==> config.mk <==
export PLATFORM = sky130hd
export DESIGN_NAME = cic_comb_scheduler
export DESIGN_NICKNAME = d
export VERILOG_FILES = /design/src/rtl/cic_comb_scheduler.sv
export SDC_FILE = /design/constraint.sdc
export NUM_CORES = 1
export LEC_CHECK = 0
export BUFFER_PORTS_ARGS = -buffer_cell sky130_fd_sc_hd__buf_2
export CAP_MARGIN = 20
export CORE_ASPECT_RATIO = 1.25
export CORE_MARGIN = 1.5
export CORE_UTILIZATION = 67
export CTS_CLUSTER_SIZE = 28
export DETAILED_ROUTE_END_ITERATION = 12
export PLACE_DENSITY = 0.85
export SYNTH_ARGS = -nofsm -noshare
export SYNTH_HDL_FRONTEND = slang
export SYNTH_SLANG_ARGS = --single-unit
==> constraint.sdc <==
create_clock -name lr_clock -period 10.8 [get_ports lr_clock]
set_input_delay 1.62 -clock lr_clock [delete_from_list [all_inputs] [get_ports lr_clock]]
set_output_delay 1.62 -clock lr_clock [all_outputs]
set_load 0.03 [all_outputs]
==> src/rtl/cic_comb_scheduler.sv <==
// Time-multiplexed CIC comb section: one shared subtractor serves CH channels x STAGES stages.
// Latency: input accept at cycle T -> out_valid at T+STAGES+1; at most one sample per STAGES+2 cycles.
// Backpressure: in_ready low outside IDLE (upstream holds in_valid); result held in OUT until out_ready.
module cic_comb_scheduler #(
   parameter int W      = 19,
   parameter int CH     = 8,
   parameter int STAGES = 3,
   localparam int CW    = $clog2(CH)
) (
   input  logic          lr_clock,
   input  logic          rst,
   input  logic          in_valid,
   output logic          in_ready,
   input  logic [W-1:0]  in_data,
   input  logic [CW-1:0] in_ch,
   output logic          out_valid,
   input  logic          out_ready,
   output logic [W-1:0]  out_data,
   output logic [CW-1:0] out_ch,
   output logic          drop
);

   localparam int N  = CH * STAGES;
   localparam int NW = $clog2(N);
   localparam int SW = (STAGES > 1) ? $clog2(STAGES) : 1;

   typedef enum logic [1:0] {CLR, IDLE, COMB, OUT} state_t;

   state_t        state;
   state_t        state_nxt;

   // Delay line storage, flattened as entry ch*STAGES + s.
   logic [W-1:0]  d [N];
   logic [NW-1:0] clr_cnt;
   logic [W-1:0]  x;
   logic [CW-1:0] ch;
   logic [SW-1:0] s;
   logic          drop_q;

   logic          in_fire;
   logic          ch_ok;
   logic          last_clr;
   logic          last_stage;
   logic [NW-1:0] idx;

   assign in_fire    = in_valid & in_ready;
   // Out-of-range channel indices only exist when CH is not a power of two.
   assign ch_ok      = int'(in_ch) < CH;
   assign last_clr   = (clr_cnt == NW'(N - 1));
   assign last_stage = (s == SW'(STAGES - 1));
   assign idx        = NW'(int'(ch) * STAGES + int'(s));

   // State register; reset always restarts the delay-line clear.
   always_ff @(posedge lr_clock) begin
      if (rst) state <= CLR;
      else     state <= state_nxt;
   end

   // Next-state logic.
   always_comb begin
      state_nxt = state;
      case (state)
         CLR:     if (last_clr) state_nxt = IDLE;
         IDLE:    if (in_fire && ch_ok) state_nxt = COMB;
         COMB:    if (last_stage) state_nxt = OUT;
         OUT:     if (out_ready) state_nxt = IDLE;
         default: state_nxt = CLR;
      endcase
   end

   // Outputs decoded from state; the result registers drive the data outputs directly.
   always_comb begin
      in_ready  = (state == IDLE);
      out_valid = (state == OUT);
      out_data  = x;
      out_ch    = ch;
      drop      = drop_q;
   end

   // Control and working registers: clear counter, sample accumulator, channel, stage, drop pulse.
   always_ff @(posedge lr_clock) begin
      if (rst) begin
         clr_cnt <= '0;
         x       <= '0;
         ch      <= '0;
         s       <= '0;
         drop_q  <= 1'b0;
      end else begin
         drop_q <= 1'b0;
         case (state)
            CLR: clr_cnt <= clr_cnt + 1'b1;
            IDLE: begin
               if (in_fire) begin
                  if (ch_ok) begin
                     x  <= in_data;
                     ch <= in_ch;
                     s  <= '0;
                  end else begin
                     drop_q <= 1'b1;
                  end
               end
            end
            COMB: begin
               x <= x - d[idx];
               s <= s + 1'b1;
            end
            default: ;
         endcase
      end
   end

   // Delay-line writes: zero fill during CLR, pre-subtraction value during COMB.
   always_ff @(posedge lr_clock) begin
      if (!rst) begin
         if (state == CLR)       d[clr_cnt] <= '0;
         else if (state == COMB) d[idx]     <= x;
      end
   end

endmodule

==> impl_metrics.toml, run 1 <==
[finish]
final_cell_mix = "edfxtp_1 (456), mux4_2 (132), nor2_1 (57), a21oi_1 (52), buf_2 (49)"
final_common_cell = "edfxtp_1"
layout-drive-gt1-share = 0.267
synthToLayoutAreaGrowth_pct = 11.1
antennaDiodeCount = 0
layout.nets = 1189
fillCellCount = 1494
design_area_um2 = 22300

[critical_path]
critPathArrivalTime_ns = 6.07
crit_required_ns = 11.27
startpoint_type = "flop"
critPathKind = "flop to flop"
worst_setup_path_end_kind = "flop"
worstPathMaxFanout = 43

[power]
internal-power_mw = 3.04
comb_power_share = 0.068
sw_frac_of_total = 0.219
leakage_nw = 7.88
irDropWorstVdd_v = 0.000138
sequentialPowerShare = 0.534
net-switching-power_uw = 856
p_clk_frac = 0.397
powerDensity_nw_per_um2 = 175
p_total_mw = 3.90

[clocking]
clock-sinks = 487
cts_hold_buf = 0
clk_pin_slew_ns = 0.06
post_cts_resized = 0
cts_tree = "done"
clockRootBuffer = "clkbuf_16"
post-cts-setup-buffers = 0
insertion_delay_ns = 0.56
cts_buffer_depth = 3
cts_htree_levels = 2
numCtsBuffers = 44

[routing]
remaining_drc_errors = 0
dr.pass1.iters = 5
drtAntennaViolNets = 0
avgRoutedWirePerCell_um = 31.3
drt_iter0_markers = 1656
num_vias = 10900
drt-total-wl_um = 48700
routed_via_density = 7.00

[logic_synthesis]
synth_top_area_share = 0.681
ys.flop_type = "edfxtp_1"
syn_inst = 1060
synth_area_leader_cell = "edfxtp_1"
synth-async-reset-ratio = 0
yosys-top-cells-area = "edfxtp_1 (68%), mux4_2 (15%), dfxtp_1 (3.1%)"
syn_avg_cell_area_um2 = 19.0
synth_seq_cells = 487
synth.cell_area_um2 = 20100
yosysWarnings = 0
synth_nets = 1120
synth_edf_count = 456
synth_cell_types = 54
ys_seq_area_frac = 0.711

[global_routing]
antenna_found_initial = 0
grt_max_degree = 74
grt_pass1_vias = 11000
grt_pass1_wl_um = 70900
grt.overflow.total = 0
grt_util_all_layers = 0.328

[outcome]
status = "finished, final reports clean"

[floorplan]
dieHeight_um = 197
pin_count = 51
die_area_um2 = 31100
core_area_um2 = 29400
rows = 70
die_w_um = 158
floorplan.initialDensity = 0.684

[sta]
max_clock_freq_mhz = 179
finalSetupTns_ns = 0
skew_ns = 0.0213
fin_crit_sh = 0.519
max_slew.worst_pin.slew_ns = 0.954
rsz0062_at_grt = "no"
max_slew_margin = 0.362
period_needed_ns = 5.60
hold_viol = 0
drv_slew = 0
final-setup-viol-count = 0

[placed_design]
gp_congestion = 0.838
hpwl_um = 25000
place_area_um2 = 20900
io_buffers = 49

[flow_run]
maxCapViolCount = 0

[worst_hold_path]
hold_path.class = "flop to flop"
layout make-up:
type / count / area, um^2 / area share
clock buffer: 54 / 1180 / 0.0528
clock inverter: 23 / 230 / 0.0103
inverter: 14 / 52.6 / 0.00235
multi-input combinational: 506 / 5620 / 0.251
sequential: 487 / 14300 / 0.640
tap: 396 / 495 / 0.0222
timing repair buffer: 76 / 460 / 0.0206
Yosys cell counts, types with 4 or more instances:
cell and instances:
nor2_1 81, o21ai_1 8, and2_1 19, dfxtp_1 31, a21oi_1 53, nor2b_1 4, nand4_1 4, o21ai_0 5
mux4_2 132, mux2i_1 27, edfxtp_1 456, o211ai_1 4, o21a_1 6, and3_1 4, nand3_1 6, buf_2 17
clkbuf_1 24, inv_1 13, xor2_1 5, a21o_1 15, xnor2_1 15, buf_1 5, a211oi_1 16, ha_1 31
nand2_1 31
per-stage QoR:
step,worst slack (ns),utilization,instances,hold WS [ns]
2_1_floorplan,5.85,-,1060,0.501
3_3_place_gp,5.41,0.712,1479,0.481
3_5_place_dp,5.33,0.712,1479,0.482
4_1_cts,5.25,0.759,1556,0.490
5_1_grt,4.91,0.759,1556,0.525
6_report,5.20,0.759,1556,0.490
logic make-up after synthesis:
group,after synthesis,share of synthesized area
compound gates,131,0.0431
xor+xnor,20,0.00871
fa+ha+maj,34,0.0223
buf+inv,67,0.0169
flops,487,0.711
mux,160,0.162
other cells,1,0.000186
simple gates,160,0.0357
critical path, cell delays in order, from the launching register on:
cell,delay [ns]
dfxtp_1,0.43
fa_1,0.50
ha_4,0.71
buf_4,0.64
mux4_2,0.33
mux4_2,0.28
nand2_1,0.08
o21ai_1,0.13
ha_1,0.21
inv_1,0.07
fa_1,0.44
a211oi_1,0.33
o21a_1,0.22
a211oi_1,0.09
nor3_1,0.40
a21boi_0,0.20
xnor2_1,0.23
mux2i_1,0.21
state kept, by name, summed over array words and instances (netlist names):
signal,count
s,2
out_data,19
clr_cnt,5
d,456
state,2
out_ch,3
power groups by stage:
stage / Sequential (mW) / Combinational [mW] / Clock [mW]
5_1_grt: 2.08 / 0.281 / 1.62
4_1_cts: 2.08 / 0.263 / 1.56
6_report: 2.08 / 0.267 / 1.55
2_1_floorplan: 2.12 / 0.177 / 0
3_5_place_dp: 2.12 / 0.255 / 0
3_3_place_gp: 2.12 / 0.249 / 0
final timing paths:
kind	start	end	slack, ns	depth (start not counted)
setup / recovery	out_ch[1]$_SDFFE_PP0P_	out_data[18]$_SDFFE_PP0P_	5.20	17
setup reg to reg	out_ch[1]$_SDFFE_PP0P_	out_data[18]$_SDFFE_PP0P_	5.20	17
hold reg to reg	out_data[2]$_SDFFE_PP0P_	out_data[2]$_SDFFE_PP0P_	0.49	2
hold / removal	out_data[2]$_SDFFE_PP0P_	out_data[2]$_SDFFE_PP0P_	0.49	2
routing by layer:
layer | track usage | routed length, um | vias to the layer above
met5 | 0 | 0 | -
met4 | 0.142 | 2260 | 0
met3 | 0.0580 | 4680 | 192
met2 | 0.559 | 25000 | 847
met1 | 0.417 | 16700 | 5423
li1 | - | - | 4423
Note: power is estimated with default switching activity, not from simulation.
==> inputs of run 2 (changes only) <==
- CORE_UTILIZATION: 67 -> 56
- PLACE_DENSITY: 0.85 -> 0.75
- clock period: 10.8 -> 4.7 ns (I/O delays scaled with it)
==> impl_metrics.toml, run 2 (same netlist as run 1, synthesis figures left out) <==
[floorplan]
rows = 77
core_area_um2 = 35400
dieHeight_um = 215
die_area_um2 = 37100
pin_count = 51
floorplan.initialDensity = 0.569
die_w_um = 173

[global_routing]
grt.overflow.total = 0
grt_max_degree = 37
grt_pass1_wl_um = 68400
grt_pass1_vias = 11000
grt_util_all_layers = 0.254
antenna_found_initial = 0

[finish]
final_common_cell = "edfxtp_1"
final_core_util = 0.655
fillCellCount = 2300
largest_register_ffs = 456
finalNonFillerCells = 1703
layout-drive-gt1-share = 0.312
design_area_um2 = 23100
top_register = "d"
final_cell_mix = "edfxtp_1 (456), mux4_2 (132), buf_4 (78), nor2_1 (57), a21oi_1 (51)"
antennaDiodeCount = 0
layout.nets = 1254
synthToLayoutAreaGrowth_pct = 15.0

[sta]
final-setup-viol-count = 0
drv_slew = 0
max_slew_margin = 0.420
fin_crit_sh = 0.956
period_needed_ns = 4.50
max_slew.worst_pin.slew_ns = 0.870
fin_ws_ns = 0.204
skew_ns = 0.0260
hold_viol = 0
rsz0062_at_grt = "yes"
max_clock_freq_mhz = 222

[critical_path]
reg2reg_from = "out_ch[0]$_SDFFE_PP0P_"
critPathArrivalTime_ns = 4.93
worstReg2RegEnd = "out_data[14]$_SDFFE_PP0P_"
startpoint_type = "flop"
crit_required_ns = 5.14
worst_setup_path_end_kind = "flop"
critPathKind = "flop to flop"
reg2reg_slack_ns = 0.20
worstPathMaxFanout = 9
reg2reg_depth = 19

[clocking]
clock-sinks = 487
insertion_delay_ns = 0.57
clockRootBuffer = "clkbuf_16"
cts_tree = "done"
cts_htree_levels = 2
clk_pin_slew_ns = 0.07
cts_hold_buf = 0
numCtsBuffers = 45
cts_buffer_depth = 3

[outcome]
status = "finished, final reports clean"

[placed_design]
place_area_um2 = 21600
hpwl_um = 26800
place_inst = 1616
io_buffers = 49
gp_congestion = 0.932
dp_slack_ns = -0.103

[worst_hold_path]
hold_path.class = "input pin to flop"
min_to = "out_ch[2]$_SDFFE_PP0P_"
holdPathStages = 3
hold_start = "in_ch[2]"

[routing]
drtAntennaViolNets = 0
dr.pass1.iters = 5
avgRoutedWirePerCell_um = 26.9
routed_via_density = 6.27
remaining_drc_errors = 0
drt_iter0_markers = 1013
drt-total-wl_um = 45800
num_vias = 10700

[power]
leakage_nw = 8.27
powerDensity_nw_per_um2 = 395
irDropWorstVdd_v = 0.000318
p_total_mw = 9.15

[flow_run]
maxCapViolCount = 0
## run 2: cell types whose count changed in the layout (fill, tap and decap cells not counted), moves of 6 or more
cell    previous run  this run
buf_12             1        13
buf_4             26        78
nor2_2            18        24
nor2_4             6         0
## run 2: what timing repair did
action,in CTS,in global routing
pin swaps,0,3
buffers inserted,2,3
setup endpoints to repair,4,7
gates resized for setup,0,3
## run 2: routing by layer
layer / vias to the layer above / share of wire / GRT usage / wire length (um)
met5: - / 0 / 0 / 0
met3: 107 / 0.076 / 0.0410 / 3470
met2: 523 / 0.53 / 0.450 / 24100
li1: 4564 / - / - / -
met1: 5489 / 0.37 / 0.315 / 16800
met4: 0 / 0.033 / 0.0962 / 1510
## run 2: layout make-up
class                   instances  area (um^2)  area share
repair buffers                140         1090      0.0471
flip-flops and latches        487        14300       0.619
clock inverters                26          274      0.0118
multi-input cells             506         5610       0.242
inverters                      14         52.6     0.00227
clock buffers                  56         1210      0.0523
well taps                     474          593      0.0256
## run 2: metrics by stage
stage	setup TNS (ns)	hold slack [ns]
finish	0	0.402
detailed placement	-0.161	0.512
global placement	-0.000512	0.504
CTS	0	0.390
global route	-0.0241	0.405
floorplan	0	0.501
## run 2: worst max-delay path by stage
stage | from | slack [ns] | to
after CTS | out_ch[0]$_SDFFE_PP0P_ | 0.05 | out_data[14]$_SDFFE_PP0P_
after global routing | out_ch[0]$_SDFFE_PP0P_ | -0.02 | out_data[14]$_SDFFE_PP0P_
after floorplan | out_ch[0]$_SDFFE_PP0P_ | 0.03 | out_data[15]$_SDFFE_PP0P_
after detailed placement | out_ch[0]$_SDFFE_PP0P_ | -0.10 | out_data[14]$_SDFFE_PP0P_
final | out_ch[0]$_SDFFE_PP0P_ | 0.20 | out_data[14]$_SDFFE_PP0P_
after global placement | out_ch[0]$_SDFFE_PP0P_ | -0.0005 | out_data[14]$_SDFFE_PP0P_
## run 2: critical path, cell delays in order, from the launching register on
cell	delay, ns
dfxtp_1	0.33
fa_1	0.53
ha_4	0.20
fa_2	0.42
xor2_4	0.17
buf_12	0.17
buf_4	0.13
buf_4	0.10
mux4_2	0.50
a21oi_2	0.20
ha_4	0.18
o211ai_1	0.12
o21a_1	0.24
a211oi_1	0.27
nor3_1	0.08
buf_4	0.14
buf_4	0.12
xnor2_1	0.11
a221oi_1	0.28
nor2_1	0.07
## run 2: report_power, final
group | switching (mW) | leakage (nW) | internal, mW
logic | 0.379 | 2.37 | 0.304
registers | 0.0334 | 5.18 | 4.75
clock network | 1.57 | 0.717 | 2.11
